### config.mk
export PLATFORM = sky130hd
export DESIGN_NAME = mem_arbiter
export DESIGN_NICKNAME = d
export VERILOG_FILES = /design/src/rtl/mem_arbiter.sv
export SDC_FILE = /design/constraint.sdc
export NUM_CORES = 1
export LEC_CHECK = 0
export CAP_MARGIN = 20
export CORE_UTILIZATION = 40
export CTS_BUF_LIST = sky130_fd_sc_hd__clkbuf_4
export CTS_CLUSTER_DIAMETER = 150
export DETAILED_ROUTE_END_ITERATION = 8
export PLACE_DENSITY = 0.92
export SLEW_MARGIN = 0
export SYNTH_ARGS = -nofsm -noshare
export SYNTH_HDL_FRONTEND = slang
export SYNTH_SLANG_ARGS = --single-unit
### constraint.sdc
create_clock -name clk -period 2.3 [get_ports clk]
set_clock_uncertainty 0.05 [all_clocks]
set_input_delay 0.46 -clock clk [delete_from_list [all_inputs] [get_ports clk]]
set_output_delay 0.46 -clock clk [all_outputs]
set_load 0.05 [all_outputs]
### src/rtl/mem_arbiter.sv
// Two-port memory arbiter: IDLE/ISSUE/WAIT, one transaction per 3 cycles.
// Define MEM_ARB_RR_EN for round-robin ties; default is fixed priority (p0).
module mem_arbiter #(
    parameter int ADDR_W = 16,
    parameter int DATA_W = 8
) (
    input  logic              clk,
    input  logic              rst,
    input  logic              p0_req,
    input  logic              p0_we,
    input  logic [ADDR_W-1:0] p0_addr,
    input  logic [DATA_W-1:0] p0_wdata,
    output logic              p0_gnt,
    output logic              p0_done,
    output logic [DATA_W-1:0] p0_rdata,
    input  logic              p1_req,
    input  logic              p1_we,
    input  logic [ADDR_W-1:0] p1_addr,
    input  logic [DATA_W-1:0] p1_wdata,
    output logic              p1_gnt,
    output logic              p1_done,
    output logic [DATA_W-1:0] p1_rdata,
    output logic              mem_en,
    output logic              mem_we,
    output logic [ADDR_W-1:0] mem_addr,
    output logic [DATA_W-1:0] mem_wdata,
    input  logic [DATA_W-1:0] mem_rdata,
    output logic              busy
);

    typedef enum logic [1:0] {
        IDLE  = 2'd0,
        ISSUE = 2'd1,
        WAIT  = 2'd2
    } state_t;

    state_t            state;
    logic              owner;
    logic              we_q;
    logic              sel1;
    logic              grant;
    logic [DATA_W-1:0] rdata0_q;
    logic [DATA_W-1:0] rdata1_q;

`ifdef MEM_ARB_RR_EN
    logic              last;
`endif

    // Choose which port wins this cycle; grant only from IDLE outside reset
    always_comb begin
        sel1 = 1'b0;
`ifdef MEM_ARB_RR_EN
        if (p0_req && p1_req)
            sel1 = ~last;
        else
            sel1 = p1_req;
`else
        sel1 = p1_req & ~p0_req;
`endif
        grant = (state == IDLE) && !rst && (p0_req || p1_req);
    end

    assign p0_gnt = grant & ~sel1;
    assign p1_gnt = grant & sel1;
    assign busy   = (state != IDLE);

    // Read data is forwarded straight from memory in the completing cycle
    assign p0_rdata = (state == WAIT && !we_q && !owner) ? mem_rdata : rdata0_q;
    assign p1_rdata = (state == WAIT && !we_q &&  owner) ? mem_rdata : rdata1_q;

    // Transaction FSM with registered memory strobes and done pulses
    always_ff @(posedge clk) begin
        if (rst) begin
            state     <= IDLE;
            owner     <= 1'b0;
            we_q      <= 1'b0;
            mem_en    <= 1'b0;
            mem_we    <= 1'b0;
            mem_addr  <= '0;
            mem_wdata <= '0;
            p0_done   <= 1'b0;
            p1_done   <= 1'b0;
            rdata0_q  <= '0;
            rdata1_q  <= '0;
`ifdef MEM_ARB_RR_EN
            last      <= 1'b1;
`endif
        end else begin
            mem_en  <= 1'b0;
            mem_we  <= 1'b0;
            p0_done <= 1'b0;
            p1_done <= 1'b0;
            case (state)
                IDLE: begin
                    if (grant) begin
                        state  <= ISSUE;
                        owner  <= sel1;
                        mem_en <= 1'b1;
`ifdef MEM_ARB_RR_EN
                        last   <= sel1;
`endif
                        if (sel1) begin
                            we_q      <= p1_we;
                            mem_we    <= p1_we;
                            mem_addr  <= p1_addr;
                            mem_wdata <= p1_wdata;
                        end else begin
                            we_q      <= p0_we;
                            mem_we    <= p0_we;
                            mem_addr  <= p0_addr;
                            mem_wdata <= p0_wdata;
                        end
                    end
                end
                ISSUE: begin
                    state   <= WAIT;
                    p0_done <= ~owner;
                    p1_done <= owner;
                end
                WAIT: begin
                    state <= IDLE;
                    if (!we_q) begin
                        if (owner)
                            rdata1_q <= mem_rdata;
                        else
                            rdata0_q <= mem_rdata;
                    end
                end
                default: state <= IDLE;
            endcase
        end
    end

endmodule

* Yosys cells after proc, flatten, opt, wreduce, memory -nomap -nowiden
Cells that the tools add are included.
** Storage, ports and cells
- Bits in writable memories :: 0
- Word-level logic and storage cells :: 49
- Input bits :: 62
- Bits in latches :: 0
- Memories :: 0
- Output and inout port bits :: 47
- Flip-flop bits (word level) :: 48
- Bits in read-only memories :: 0
** Operators by class
- Equal/unequal tests :: 3
- Multiplexer cells :: 8
- Add/subtract/negate cells :: 0
- $lt $le $gt $ge :: 0
- Reductions and logical operators :: 17
- Multipliers :: 0
- Div/mod/pow operators :: 0
- Shift-type cells :: 0
- Bitwise operators :: 10
** Operator list (number)
- 8-bit two-way mux :: 3
- 16-bit two-way mux :: 1
- 1-bit inverter :: 7
- 3-bit AND reduction :: 2
- 1-bit logical AND :: 5
- 2-bit one-hot mux with 2 select lines :: 1
- 2-bit OR reduction :: 2
- 1-bit AND :: 3
- 1-bit zero test :: 3
- 3-bit OR reduction :: 1
- 2-bit by 1-bit equality test with 1-bit output, second input constant :: 1
- 2-bit equality test, second input constant :: 1
- 2-bit zero test :: 1
- 1-bit two-way mux :: 2
- 2-bit two-way mux :: 1
- 2-bit inequality test, second input constant :: 1
- 2-bit AND reduction :: 1
- 2-bit nonzero test :: 1
- 1-bit logical OR :: 1

* Logic depth before layout (Yosys ltp)
- Depth in word-level cells :: 5
- Depth in mapped cells :: 5
- Depth with buffers taken out :: 4

* Worst setup path after synthesis
No wires, ideal clock.
- Path type :: register -> output
- Start :: reg state[0]
- End :: out p0_gnt
- Cell stages (with the launch flop) :: 6
- Path slack :: -0.192 ns
- Data required time :: 1.790 ns
- Arrival time :: 1.982 ns
- Buffers on the path :: 2
- Path through :: dfxtp_1 -> or2_4 -> or3_4 -> buf_6 -> buf_8 -> nor2_1
** Between the ends
- Cells in the longest elaborated chain, start to end :: 4
** Ends and longest elaborated chain
- start: declaration :: line 37 : state_t state;
- start signal: assignment :: line 74 : state <= IDLE;
- start signal: assignment :: line 96 : state <= ISSUE;
- start signal: assignment :: line 116 : state <= WAIT;
- 2-bit zero test :: line 60 : grant = (state == IDLE) && !rst && (p0_req || p1_req);
- 1-bit logical AND (2 in a row) :: line 60
- 1-bit AND :: line 63 : assign p0_gnt = grant & ~sel1;
- end: declaration :: line 13 : output logic p0_gnt,
No other way between the ends.

* Worst setup path after layout
- Start :: in p1_req
- End :: out p0_gnt
** Between the ends
- Cells in the longest elaborated chain, start to end :: 3
- Elaborated cells on any way between the ends :: 5
- Classes of those cells :: bitwise: 3; reduce/logical: 2
** Ends and longest elaborated chain
- start: declaration :: line 16 : input logic p1_req,
- 1-bit AND or 1-bit logical OR (tied branches) :: line 58, 60
- 1-bit inverter or 1-bit logical AND (tied branches) :: line 63, 60
- 1-bit AND (*) :: line 63
Every way passes the cells marked *; elsewhere a longest branch is shown, timed or not.

==> impl_summary.md <==
Run status
The run finished with clean final reports.

CTS
After clock tree synthesis, the clock-pin slew on the worst setup and hold paths is 0.12 ns. The number of hold buffers added after CTS was 0. The clock tree synthesis step divided the H-tree into 2 levels. The buffer depth of the longest clock path is 2. The tree is rooted in a sky130_fd_sc_hd__clkbuf_4. For the worst-skew pair, the clock arrives at the later sink with an insertion delay of 0.35 ns. The number of clock sinks is 48. The clock tree from TritonCTS is yes. Counting the buffers created by CTS gives 5.

Critical path
Traced cell by cell, the critical path runs through clkdlybuf4s50_1 > nor2_1 > or3_4 > buf_4 > nor2_2 > buf_6. STA classifies the critical path endpoint as an output port. The start point of the critical path is p1_req. The critical path is of the in2out type. The data required time at the worst endpoint is 1.79 ns. The slowest stage of the critical path belongs to the cell sky130_fd_sc_hd__clkdlybuf4s50_1. The reg-to-reg critical path startpoint is state[0]. The delay contributed by the slowest stage of the critical path is 0.47 ns.

For the worst setup path, the data arrival time is 1.75 ns. STA classifies the critical path startpoint as an input port. The largest fanout on the critical path is 3.

STA
Setup repair after global routing could not meet its margin everywhere. The setup TNS is 0 ns. For the pin with the worst max-slew slack, the measured transition is 0.532 ns. The number of hold violations in the final report is 0. The relative slew slack is 0.645. The post-layout minimum cycle time is 2.26 ns. Hold timing on the final database bottoms out at a slack of 0.425 ns. The maximum clock rate is 0.442 GHz. The number of endpoints failing setup at the final stage is 0. Of the available clock period, the critical path in the final layout requires 0.983. The count of final max-slew check failures came to 0.

Floorplanning
The floorplan step defined a die boundary enclosing 0.00541 mm^2. The floorplan step defined a core boundary enclosing 0.00482 mm^2. The starting utilization of the core area is 0.425. Measured along the x axis, the die boundary spans 73.5 um. The die outline height is 73.5 um.

The number of cell rows is 25. The I/O pin count is 109.

Final layout
The repair_antennas step left the layout with diodes totalling 0. The sequential cells in the finished layout cover a total of 965 um^2. The layout has 392 filler cells. In the final layout, the share of cells above drive strength 1 is 0.292. The post-route core utilization is 0.682. The net count reported at finish is 333.

The area overhead of the layout relative to synthesis is 60.6%. In the final layout, the multi-input gates occupy 0.00100 mm^2.

Routing
After detailed routing, the average wire length per cell comes to 13.9 um. The remaining design rule violation count is 0. The starting DRC count in detailed routing is 33.

The ratio of routed vias to standard cells is 4.69. For this block, the via count after detailed routing is 1586. The number of detailed-routing iterations run before antenna repair is 2. After detailed routing, the total wire length is 4.69 mm. The number of nets still failing antenna checks after routing is 0.

Place
The wire-length estimate of the detail-placed layout is 3.74 mm. Port buffering added 108 buffers. Routability-driven placement finished with a final weighted congestion of 0.704.

Synth
The number of distinct standard cells referenced by the synthesized netlist is 24. The count of yosys warnings during synthesis is 0. After synthesis, the mean cell area works out to 13.0 um^2.

The post-synthesis register bit count is 48. The share of synthesized area occupied by flip-flops and latches is 0.469. The number of nets in the synthesized netlist is 220. After technology mapping, the gate count stands at 158. The summed instance area of the synthesized netlist is 0.00205 mm^2.

Pwr
The power per cell area is 579 mW/mm^2. The peak ir drop on the vdd network is 0.385 mV. The leakage component of the power is 1.31 nW.

The design draws 0.00190 W.

Global route
Entering global routing, the biggest net connects 27 pins. The wire length of the first global-routing pass is 6.96 mm. The via count of the first global-routing pass was 1526. The number of antenna violations at the first check in global routing came to 0. The all-layer global routing usage is 0.170.

The total overflow left after global routing is 0.

Hold path
The type of the most critical hold path is reg2reg. The hold path startpoint is mem_addr[12].

Job
The tool flagged a number of max-cap violations equal to 0.
-- layout by cell type (no fill, tap or decap), types with 2 or more instances in the layout --
cell type,count
sky130_fd_sc_hd__clkdlybuf4s50_1,88
sky130_fd_sc_hd__nor2_2,2
sky130_fd_sc_hd__dfxtp_1,45
sky130_fd_sc_hd__o2bb2ai_1,8
sky130_fd_sc_hd__o2bb2ai_2,16
sky130_fd_sc_hd__buf_6,2
sky130_fd_sc_hd__and2_1,17
sky130_fd_sc_hd__dfxtp_2,3
sky130_fd_sc_hd__mux2i_1,25
sky130_fd_sc_hd__buf_12,5
sky130_fd_sc_hd__clkbuf_4,6
sky130_fd_sc_hd__buf_4,21
sky130_fd_sc_hd__mux2_2,16
sky130_fd_sc_hd__inv_1,3
-- power by group --
part | internal, W | switching, W
clock network | 0.000125 | 0.000238
registers | 0.000888 | 0.0000369
logic | 0.000276 | 0.000339
total | 0.00129 | 0.000614
-- layout make-up --
| class | instances | area share |
|---|---|---|
| clock buffers | 6 | 0.0137 |
| multi-input cells | 96 | 0.305 |
| well taps | 67 | 0.0255 |
| clock inverters | 1 | 0.00152 |
| repair buffers | 117 | 0.357 |
| flip-flops and latches | 48 | 0.293 |
| inverters | 3 | 0.00343 |
-- sequential cells by signal, indices dropped and copies added, names as in the netlist --
signal / count
owner: 1
state: 2
p1_done: 1
mem_we: 1
mem_addr: 16
mem_wdata: 8
rdata1_q: 8
we_q: 1
p0_done: 1
mem_en: 1
rdata0_q: 8
-- Yosys cell counts --
master                      instances  area share
sky130_fd_sc_hd__dfxtp_1           48        0.47
sky130_fd_sc_hd__mux2i_1           25        0.12
sky130_fd_sc_hd__and2_1            18       0.055
sky130_fd_sc_hd__mux2_2            16       0.088
sky130_fd_sc_hd__o2bb2ai_2         16        0.12
sky130_fd_sc_hd__o2bb2ai_1          8       0.034
sky130_fd_sc_hd__buf_2              6       0.015
sky130_fd_sc_hd__inv_1              3      0.0055
sky130_fd_sc_hd__nor2_1             2      0.0037
sky130_fd_sc_hd__nor2b_1            2      0.0061
sky130_fd_sc_hd__a22o_1             1      0.0043
sky130_fd_sc_hd__and4bb_2           1      0.0061
sky130_fd_sc_hd__buf_12             1      0.0098
sky130_fd_sc_hd__buf_4              1      0.0037
sky130_fd_sc_hd__buf_6              1      0.0055
sky130_fd_sc_hd__buf_8              1      0.0073
sky130_fd_sc_hd__clkbuf_1           1      0.0018
sky130_fd_sc_hd__nor2_2             1      0.0031
sky130_fd_sc_hd__nor3b_1            1      0.0037
sky130_fd_sc_hd__nor4b_4            1       0.012
sky130_fd_sc_hd__o21a_1             1      0.0037
sky130_fd_sc_hd__o2bb2ai_4          1       0.013
sky130_fd_sc_hd__or2_4              1      0.0043
sky130_fd_sc_hd__or3_4              1      0.0055
-- worst max-delay path, delay by kind of cell --
kind | cells | cell delay [ns]
buf+inv | 3 | 0.79
simple gates | 3 | 0.50
-- final timing paths --
path | endpoint | slack (ns) | cells after the start
min | mem_addr[12] | 0.43 | 1
max | p0_gnt | 0.04 | 6
max reg2reg | mem_wdata[7] | 0.64 | 5
min reg2reg | mem_addr[12] | 0.43 | 1
-- cells by family (layout without fill, tap and decap cells) --
kind of cell,after synthesis,count (layout),synth area share
AO/OA/AOI/OAI,27,27,0.173
AND/OR/NAND/NOR,28,28,0.0990
multiplexers,41,41,0.210
buffers and inverters,14,127,0.0483
flip-flops,48,48,0.469
-- per-layer routing --
metal	GRT usage	vias to the layer above	routed length, um
li1	-	797	-
met1	0.178	709	1850
met2	0.306	75	2260
met3	0.0768	5	538
met4	0.0449	0	42
met5	0	-	0
-- per-stage QoR --
step                      std cells  instance area, um^2  worst slack (ns)
after floorplan                 158                 2050            0.0416
after global placement          331                 3220            0.0256
after detailed placement        331                 3220            0.0158
after CTS                       338                 3280            0.0146
after global routing            338                 3290           -0.0169
final                           338                 3290            0.0385
-- repair_timing --
item,CTS,global route
buffers inserted,0,0
endpoints found under the setup margin,11,16
gates resized for setup,3,5
(Power assumes the default switching activity.)
